`config.mk`:
```
export PLATFORM = sky130hd
export DESIGN_NAME = vga_draw_sequencer
export DESIGN_NICKNAME = d
export VERILOG_FILES = /design/src/rtl/vga_draw_pkg.sv /design/src/rtl/vga_draw_sequencer_counter.sv /design/src/rtl/vga_draw_sequencer.sv
export SDC_FILE = /design/constraint.sdc
export NUM_CORES = 1
export LEC_CHECK = 0
export BUFFER_PORTS_ARGS = -buffer_cell sky130_fd_sc_hd__buf_2
export CAP_MARGIN = 25
export CORE_MARGIN = 4
export CORE_UTILIZATION = 54
export DETAILED_ROUTE_END_ITERATION = 8
export GPL_ROUTABILITY_DRIVEN = 0
export HOLD_SLACK_MARGIN = 0.12
export PLACE_DENSITY = 0.92
export RECOVER_POWER = 25
export SYNTH_ARGS = -nofsm -noshare
export SYNTH_HDL_FRONTEND = slang
export SYNTH_HIERARCHICAL = 1
export SYNTH_SLANG_ARGS = --single-unit
```
`constraint.sdc`:
```
create_clock -name clk -period 3.3 [get_ports clk]
set_clock_uncertainty 0.1 [all_clocks]
set_input_delay 0.66 -clock clk [delete_from_list [all_inputs] [get_ports clk]]
set_output_delay 0.66 -clock clk [all_outputs]
set_load 0.005 [all_outputs]
```
`src/rtl/vga_draw_pkg.sv`:
```
// Shared types and constants for the Connect Four VGA draw sequencer.
// A block is a 4x4 tile of 2^PIX_W pixels; columns and rows are bounded
// by the board size.
package vga_draw_pkg;

    localparam int PIX_W   = 4;
    localparam int MAX_COL = 6;
    localparam int MAX_ROW = 5;

    // Index of the final pixel of a block; a phase ends when it is reached.
    localparam logic [3:0] BLOCK_LAST = 4'd15;

    typedef enum logic [1:0] {
        IDLE       = 2'd0,
        ERASE_PREV = 2'd1,
        DRAW       = 2'd2,
        FLUSH      = 2'd3
    } state_t;

endpackage

```
`src/rtl/vga_draw_sequencer_counter.sv`:
```
// Block pixel counter: walks 0..last while enabled and clears to 0 when idle.
// Because the datapath registers coordinates one cycle after pixel_count,
// plot and erase leave this block one register later than the counter.
module block_pixel_counter #(
    parameter int PIX_W = 4
) (
    input  logic             clk,
    input  logic             resetn,
    input  logic             count_en_i,
    input  logic             erase_src_i,
    output logic [PIX_W-1:0] count_o,
    output logic             last_o,
    output logic             plot_o,
    output logic             erase_o
);
    import vga_draw_pkg::*;

    logic [PIX_W-1:0] count_q, count_d;
    logic             plot_q, plot_d;
    logic             erase_q, erase_d;

    // Next count: advance while a phase is active (15 wraps to 0 so the
    // second phase starts cleanly), otherwise park at 0.
    always_comb begin
        count_d = '0;
        plot_d  = count_en_i;
        erase_d = count_en_i & erase_src_i;
        if (count_en_i) begin
            count_d = count_q + PIX_W'(1);
        end
    end

    // Counter plus the one-cycle plot/erase alignment register.
    always_ff @(posedge clk or negedge resetn) begin
        if (!resetn) begin
            count_q <= '0;
            plot_q  <= 1'b0;
            erase_q <= 1'b0;
        end else begin
            count_q <= count_d;
            plot_q  <= plot_d;
            erase_q <= erase_d;
        end
    end

    assign count_o = count_q;
    assign last_o  = count_en_i && (count_q == PIX_W'(BLOCK_LAST));
    assign plot_o  = plot_q;
    assign erase_o = erase_q;

endmodule

```
`src/rtl/vga_draw_sequencer.sv`:
```
// Connect Four VGA draw sequencer.
// Accepts one draw request (preview token or placed piece), optionally
// erases the stale preview token, then sweeps the 16 pixels of the target
// block while driving the coordinate datapath and its plot strobe.
module vga_draw_sequencer #(
    parameter int PIX_W   = vga_draw_pkg::PIX_W,
    parameter int MAX_COL = vga_draw_pkg::MAX_COL,
    parameter int MAX_ROW = vga_draw_pkg::MAX_ROW
) (
    input  logic             clk,
    input  logic             resetn,
    input  logic             req_valid,
    output logic             req_ready,
    input  logic             req_place,
    input  logic [2:0]       req_location,
    input  logic [2:0]       req_height,
    input  logic             req_player,
    output logic [PIX_W-1:0] pixel_count,
    output logic [2:0]       location,
    output logic [2:0]       decoded_height,
    output logic             go,
    output logic             player,
    output logic             erase,
    output logic             plot,
    output logic             done,
    output logic             err
);
    import vga_draw_pkg::*;

    state_t     state_q, state_d;

    // Request latched at accept; held stable for the whole operation.
    logic       place_q, place_d;
    logic [2:0] loc_q, loc_d;
    logic [2:0] height_q, height_d;
    logic       player_q, player_d;

    // Column of the preview token currently on screen, if any.
    logic       prev_valid_q, prev_valid_d;
    logic [2:0] prev_col_q, prev_col_d;

    logic       done_q, done_d;
    logic       err_q, err_d;

    logic       phase_en;
    logic       erase_src;
    logic       phase_last;
    logic       accept;
    logic       legal;

    // A column beyond the board is never legal; the height only matters
    // for a placed piece since previews always sit on the drop row.
    function automatic logic req_is_legal(input logic       place,
                                          input logic [2:0] loc,
                                          input logic [2:0] height);
        return (int'(loc) <= MAX_COL) && (!place || (int'(height) <= MAX_ROW));
    endfunction

    // The done cycle still counts as busy so a new request cannot land on
    // the same cycle the previous completion is being reported.
    assign req_ready = (state_q == IDLE) && !done_q;
    assign accept    = req_valid && req_ready;
    assign legal     = req_is_legal(req_place, req_location, req_height);
    assign phase_en  = (state_q == ERASE_PREV) || (state_q == DRAW);
    assign erase_src = (state_q == ERASE_PREV);

    block_pixel_counter #(
        .PIX_W (PIX_W)
    ) u_counter (
        .clk         (clk),
        .resetn      (resetn),
        .count_en_i  (phase_en),
        .erase_src_i (erase_src),
        .count_o     (pixel_count),
        .last_o      (phase_last),
        .plot_o      (plot),
        .erase_o     (erase)
    );

    // Next-state logic: accept/reject, phase sequencing, preview bookkeeping.
    always_comb begin
        state_d      = state_q;
        place_d      = place_q;
        loc_d        = loc_q;
        height_d     = height_q;
        player_d     = player_q;
        prev_valid_d = prev_valid_q;
        prev_col_d   = prev_col_q;
        done_d       = 1'b0;
        err_d        = 1'b0;

        case (state_q)
            IDLE: begin
                if (accept) begin
                    if (legal) begin
                        place_d  = req_place;
                        loc_d    = req_location;
                        height_d = req_place ? req_height : 3'd0;
                        player_d = req_player;
                        // A preview to the column already showing a token is
                        // simply redrawn; anything else must wipe it first.
                        if (prev_valid_q &&
                            (req_place || (req_location != prev_col_q))) begin
                            state_d = ERASE_PREV;
                        end else begin
                            state_d = DRAW;
                        end
                    end else begin
                        err_d = 1'b1;
                    end
                end
            end
            ERASE_PREV: begin
                if (phase_last) begin
                    state_d = DRAW;
                end
            end
            DRAW: begin
                if (phase_last) begin
                    state_d = FLUSH;
                end
            end
            FLUSH: begin
                // Lets the last delayed plot drain before reporting done.
                state_d = IDLE;
                done_d  = 1'b1;
                if (place_q) begin
                    prev_valid_d = 1'b0;
                end else begin
                    prev_valid_d = 1'b1;
                    prev_col_d   = loc_q;
                end
            end
            default: begin
                state_d = IDLE;
            end
        endcase
    end

    // Control and request registers.
    always_ff @(posedge clk or negedge resetn) begin
        if (!resetn) begin
            state_q      <= IDLE;
            place_q      <= 1'b0;
            loc_q        <= 3'd0;
            height_q     <= 3'd0;
            player_q     <= 1'b0;
            prev_valid_q <= 1'b0;
            prev_col_q   <= 3'd0;
            done_q       <= 1'b0;
            err_q        <= 1'b0;
        end else begin
            state_q      <= state_d;
            place_q      <= place_d;
            loc_q        <= loc_d;
            height_q     <= height_d;
            player_q     <= player_d;
            prev_valid_q <= prev_valid_d;
            prev_col_q   <= prev_col_d;
            done_q       <= done_d;
            err_q        <= err_d;
        end
    end

    // Datapath coordinates: the erase phase targets the old preview on the
    // drop row, every other state presents the latched request.
    always_comb begin
        location       = loc_q;
        go             = place_q;
        decoded_height = height_q;
        player         = player_q;
        if (state_q == ERASE_PREV) begin
            location = prev_col_q;
            go       = 1'b0;
        end
    end

    assign done = done_q;
    assign err  = err_q;

endmodule

```
==> impl_metrics.py <==
metrics = {
    "outcome": {
        "status": "finished clean",
    },
    "die": {
        "die_y_um": 51.8,
        "initial_core_util_pct": 58.7,
        "rows": 15,
        "ios": 28,
        "die-width_um": 51.8,
        "core_area_um2": 1760,
        "die_area_um2": 2680,
    },
    "timing": {
        "fin_crit_sh_pct": 72.4,
        "worst_slew_pin_slew_ns": 1.13,
        "timing.fmax_mhz": 419,
        "finalMaxSlewViolations": 0,
        "setup-violations-final": 0,
        "min_period_ns": 2.39,
        "slew_headroom_pct": 24.5,
        "final.setup.tns_ns": 0,
        "hold_violations": 0,
        "rsz0062_at_grt": "no",
    },
    "detailed_routing": {
        "postRouteAntennaNets": 0,
        "viasPerCell": 5.21,
        "wl_per_cell_um": 13.1,
        "vias": 719,
        "dr.pass1.iters": 4,
        "post-route-drc-count": 0,
        "drtIter0Drc": 7,
        "routed_wl_um": 1810,
    },
    "synthesis": {
        "ys.warnings.count": 6,
        "syn_nets": 100,
        "syn_area_um2": 1030,
        "synth_fa_ha_area_share_pct": 6.05,
        "ys_types": 24,
        "ys_seq_elements": 22,
        "muxShareOfSynthArea_pct": 12.9,
        "synthCells": 84,
        "synthXorXnorAreaFrac_pct": 3.39,
        "syn_avg_cell_area_um2": 12.3,
        "synth_top_family_by_area": "simple AND/OR/NAND/NOR gates",
        "synth_compound_area_share_pct": 7.50,
        "synthSimpleGateAreaFrac_pct": 15.1,
        "synth_seq_area_share_pct": 53.2,
    },
    "global_route": {
        "grt_pass1_vias": 710,
        "grt_pass1_wl_um": 3150,
        "grt-ovfl-total": 0,
        "grt.total_usage_pct": 15.6,
        "grt_max_degree": 23,
        "antenna_found_initial": 0,
    },
    "worst_setup_path": {
        "endpoint_kind": "primary output",
        "crit_arrival_ns": 1.63,
        "crit_required_ns": 2.54,
        "startpoint_type": "flop",
        "cp_max_fo": 6,
        "path_class": "reg2out",
    },
    "cells_and_area": {
        "antennaDiodeCount": 0,
        "mostFrequentLayoutCells": "buf_2 (26), dfrtp_1 (22), mux2_2 (11)",
        "utilization_pct": 68.7,
        "fill_cells": 148,
        "drive_above_1_share_pct": 39.8,
        "final_common_cell": "buf_2",
        "area_delta_synth_final_pct": 17.0,
        "nets": 131,
    },
    "cts": {
        "post_cts_buffers": 0,
        "clock_latency_ns": 0.30,
        "clock_path_buffers": 2,
        "cts_tree": "done",
        "cts_sinks": 22,
        "path_clk_slew_ns": 0.11,
        "root_buffer": "clkbuf_4",
        "numCtsBuffers": 3,
        "hold_buffers": 0,
        "post_cts_resize_count": 0,
        "h-tree-depth": 1,
    },
    "power": {
        "cellPowerDensity_nw_per_um2": 850,
        "leakage_nw": 0.631,
        "ir_drop_mv": 0.512,
    },
    "job": {
        "drv_cap": 0,
    },
    "place": {
        "io_buffers": 27,
        "dpl.hpwl_um": 1400,
    },
    "hold_path": {
        "hp-class": "reg2reg",
    },
}
## final timing paths
path / depth (start not counted) / from / end / slack, ns
worst max-delay path: 4 / state_q[1]$_DFFE_PN0P_ / location[0] / 0.91
worst min-delay path: 2 / decoded_height[0]$_DFFE_PN0P_ / decoded_height[0]$_DFFE_PN0P_ / 0.39
worst max register to register: 6 / state_q[0]$_DFFE_PN0P_ / state_q[0]$_DFFE_PN0P_ / 1.33
worst min register to register: 2 / decoded_height[0]$_DFFE_PN0P_ / decoded_height[0]$_DFFE_PN0P_ / 0.39
max in group asynchronous: 1 / resetn / u_counter/count_o[3]$_DFF_PN0_ / 1.98
min in group asynchronous: 1 / resetn / player$_DFFE_PN0P_ / 0.45
## logic make-up after synthesis
group | after synthesis
multiplexers | 12
adder cells (fa/ha/maj) | 5
flip-flops | 22
XOR/XNOR | 4
buffers and inverters | 3
AND/OR/NAND/NOR | 27
AO/OA/AOI/OAI | 11
## metrics by stage
stage / total power [mW] / area [um2] / instances / setup slack, ns / hold slack [ns]
floorplan: 0.768 / 1030 / 84 / 1.49 / 0.264
global placement: 0.898 / 1190 / 135 / 1.30 / 0.356
detailed placement: 0.926 / 1190 / 135 / 1.26 / 0.367
CTS: 1.04 / 1210 / 138 / 0.913 / 0.218
global route: 1.13 / 1210 / 138 / 0.832 / 0.409
finish: 1.03 / 1210 / 138 / 0.912 / 0.389
## power by group
group | switching [mW] | internal [mW]
Clock | 0.0720 | 0.0426
Combinational | 0.212 | 0.243
Sequential | 0.0773 | 0.384
## registers in the layout (all words and copies together) (netlist names)
signal,flops
u_counter/erase_o,1
u_counter/count_o,4
state_q,2
u_counter/plot_o,1
loc_q,3
done,1
err,1
place_q,1
decoded_height,3
prev_valid_q,1
player,1
prev_col_q,3
## layer usage
layer / up-vias / routed length [um] / global-route usage [%]
met5: - / 0 / 0
met2: 18 / 865 / 26.5
met1: 345 / 832 / 20.3
li1: 352 / - / -
met3: 4 / 83 / 2.58
met4: 0 / 27 / 5.24
## final cells by class
type,instances,area [um2],area share (%)
clock buffer,3,22.5,1.86
inverter,2,7.51,0.620
multi-input combinational,59,465,38.4
sequential,22,551,45.5
tap,25,31.3,2.58
timing repair buffer,27,134,11.1
## critical path, stage by stage, from the launching register on
cell and delay, ns:
dfrtp_1 0.42, inv_1 0.11, ha_1 0.31, mux2_2 0.37
buf_2 0.12
## synthesized netlist by cell type
| cell type | count | area share [%] |
|---|---|---|
| a211o_1 | 1 | 0.85 |
| a211oi_1 | 1 | 0.73 |
| a21o_1 | 1 | 0.73 |
| a21oi_1 | 2 | 0.97 |
| a22oi_1 | 1 | 0.73 |
| and2_1 | 3 | 1.8 |
| and2b_4 | 1 | 0.97 |
| and3_2 | 1 | 0.73 |
| and4_2 | 1 | 0.97 |
| buf_6 | 1 | 1.1 |
| dfrtp_1 | 22 | 53 |
| ha_1 | 5 | 6.0 |
| inv_1 | 2 | 0.73 |
| mux2_2 | 11 | 12 |
| mux2i_1 | 1 | 0.97 |
| nand2_1 | 9 | 3.3 |
| nand2b_1 | 1 | 0.60 |
| nand3_1 | 3 | 1.5 |
| nand4_4 | 1 | 2.1 |
| nor2_1 | 4 | 1.5 |
| nor2b_1 | 3 | 1.8 |
| o21ai_0 | 4 | 1.9 |
| o41ai_2 | 1 | 1.6 |
| xor2_1 | 4 | 3.4 |
Power figures use the tool's default switching activity.
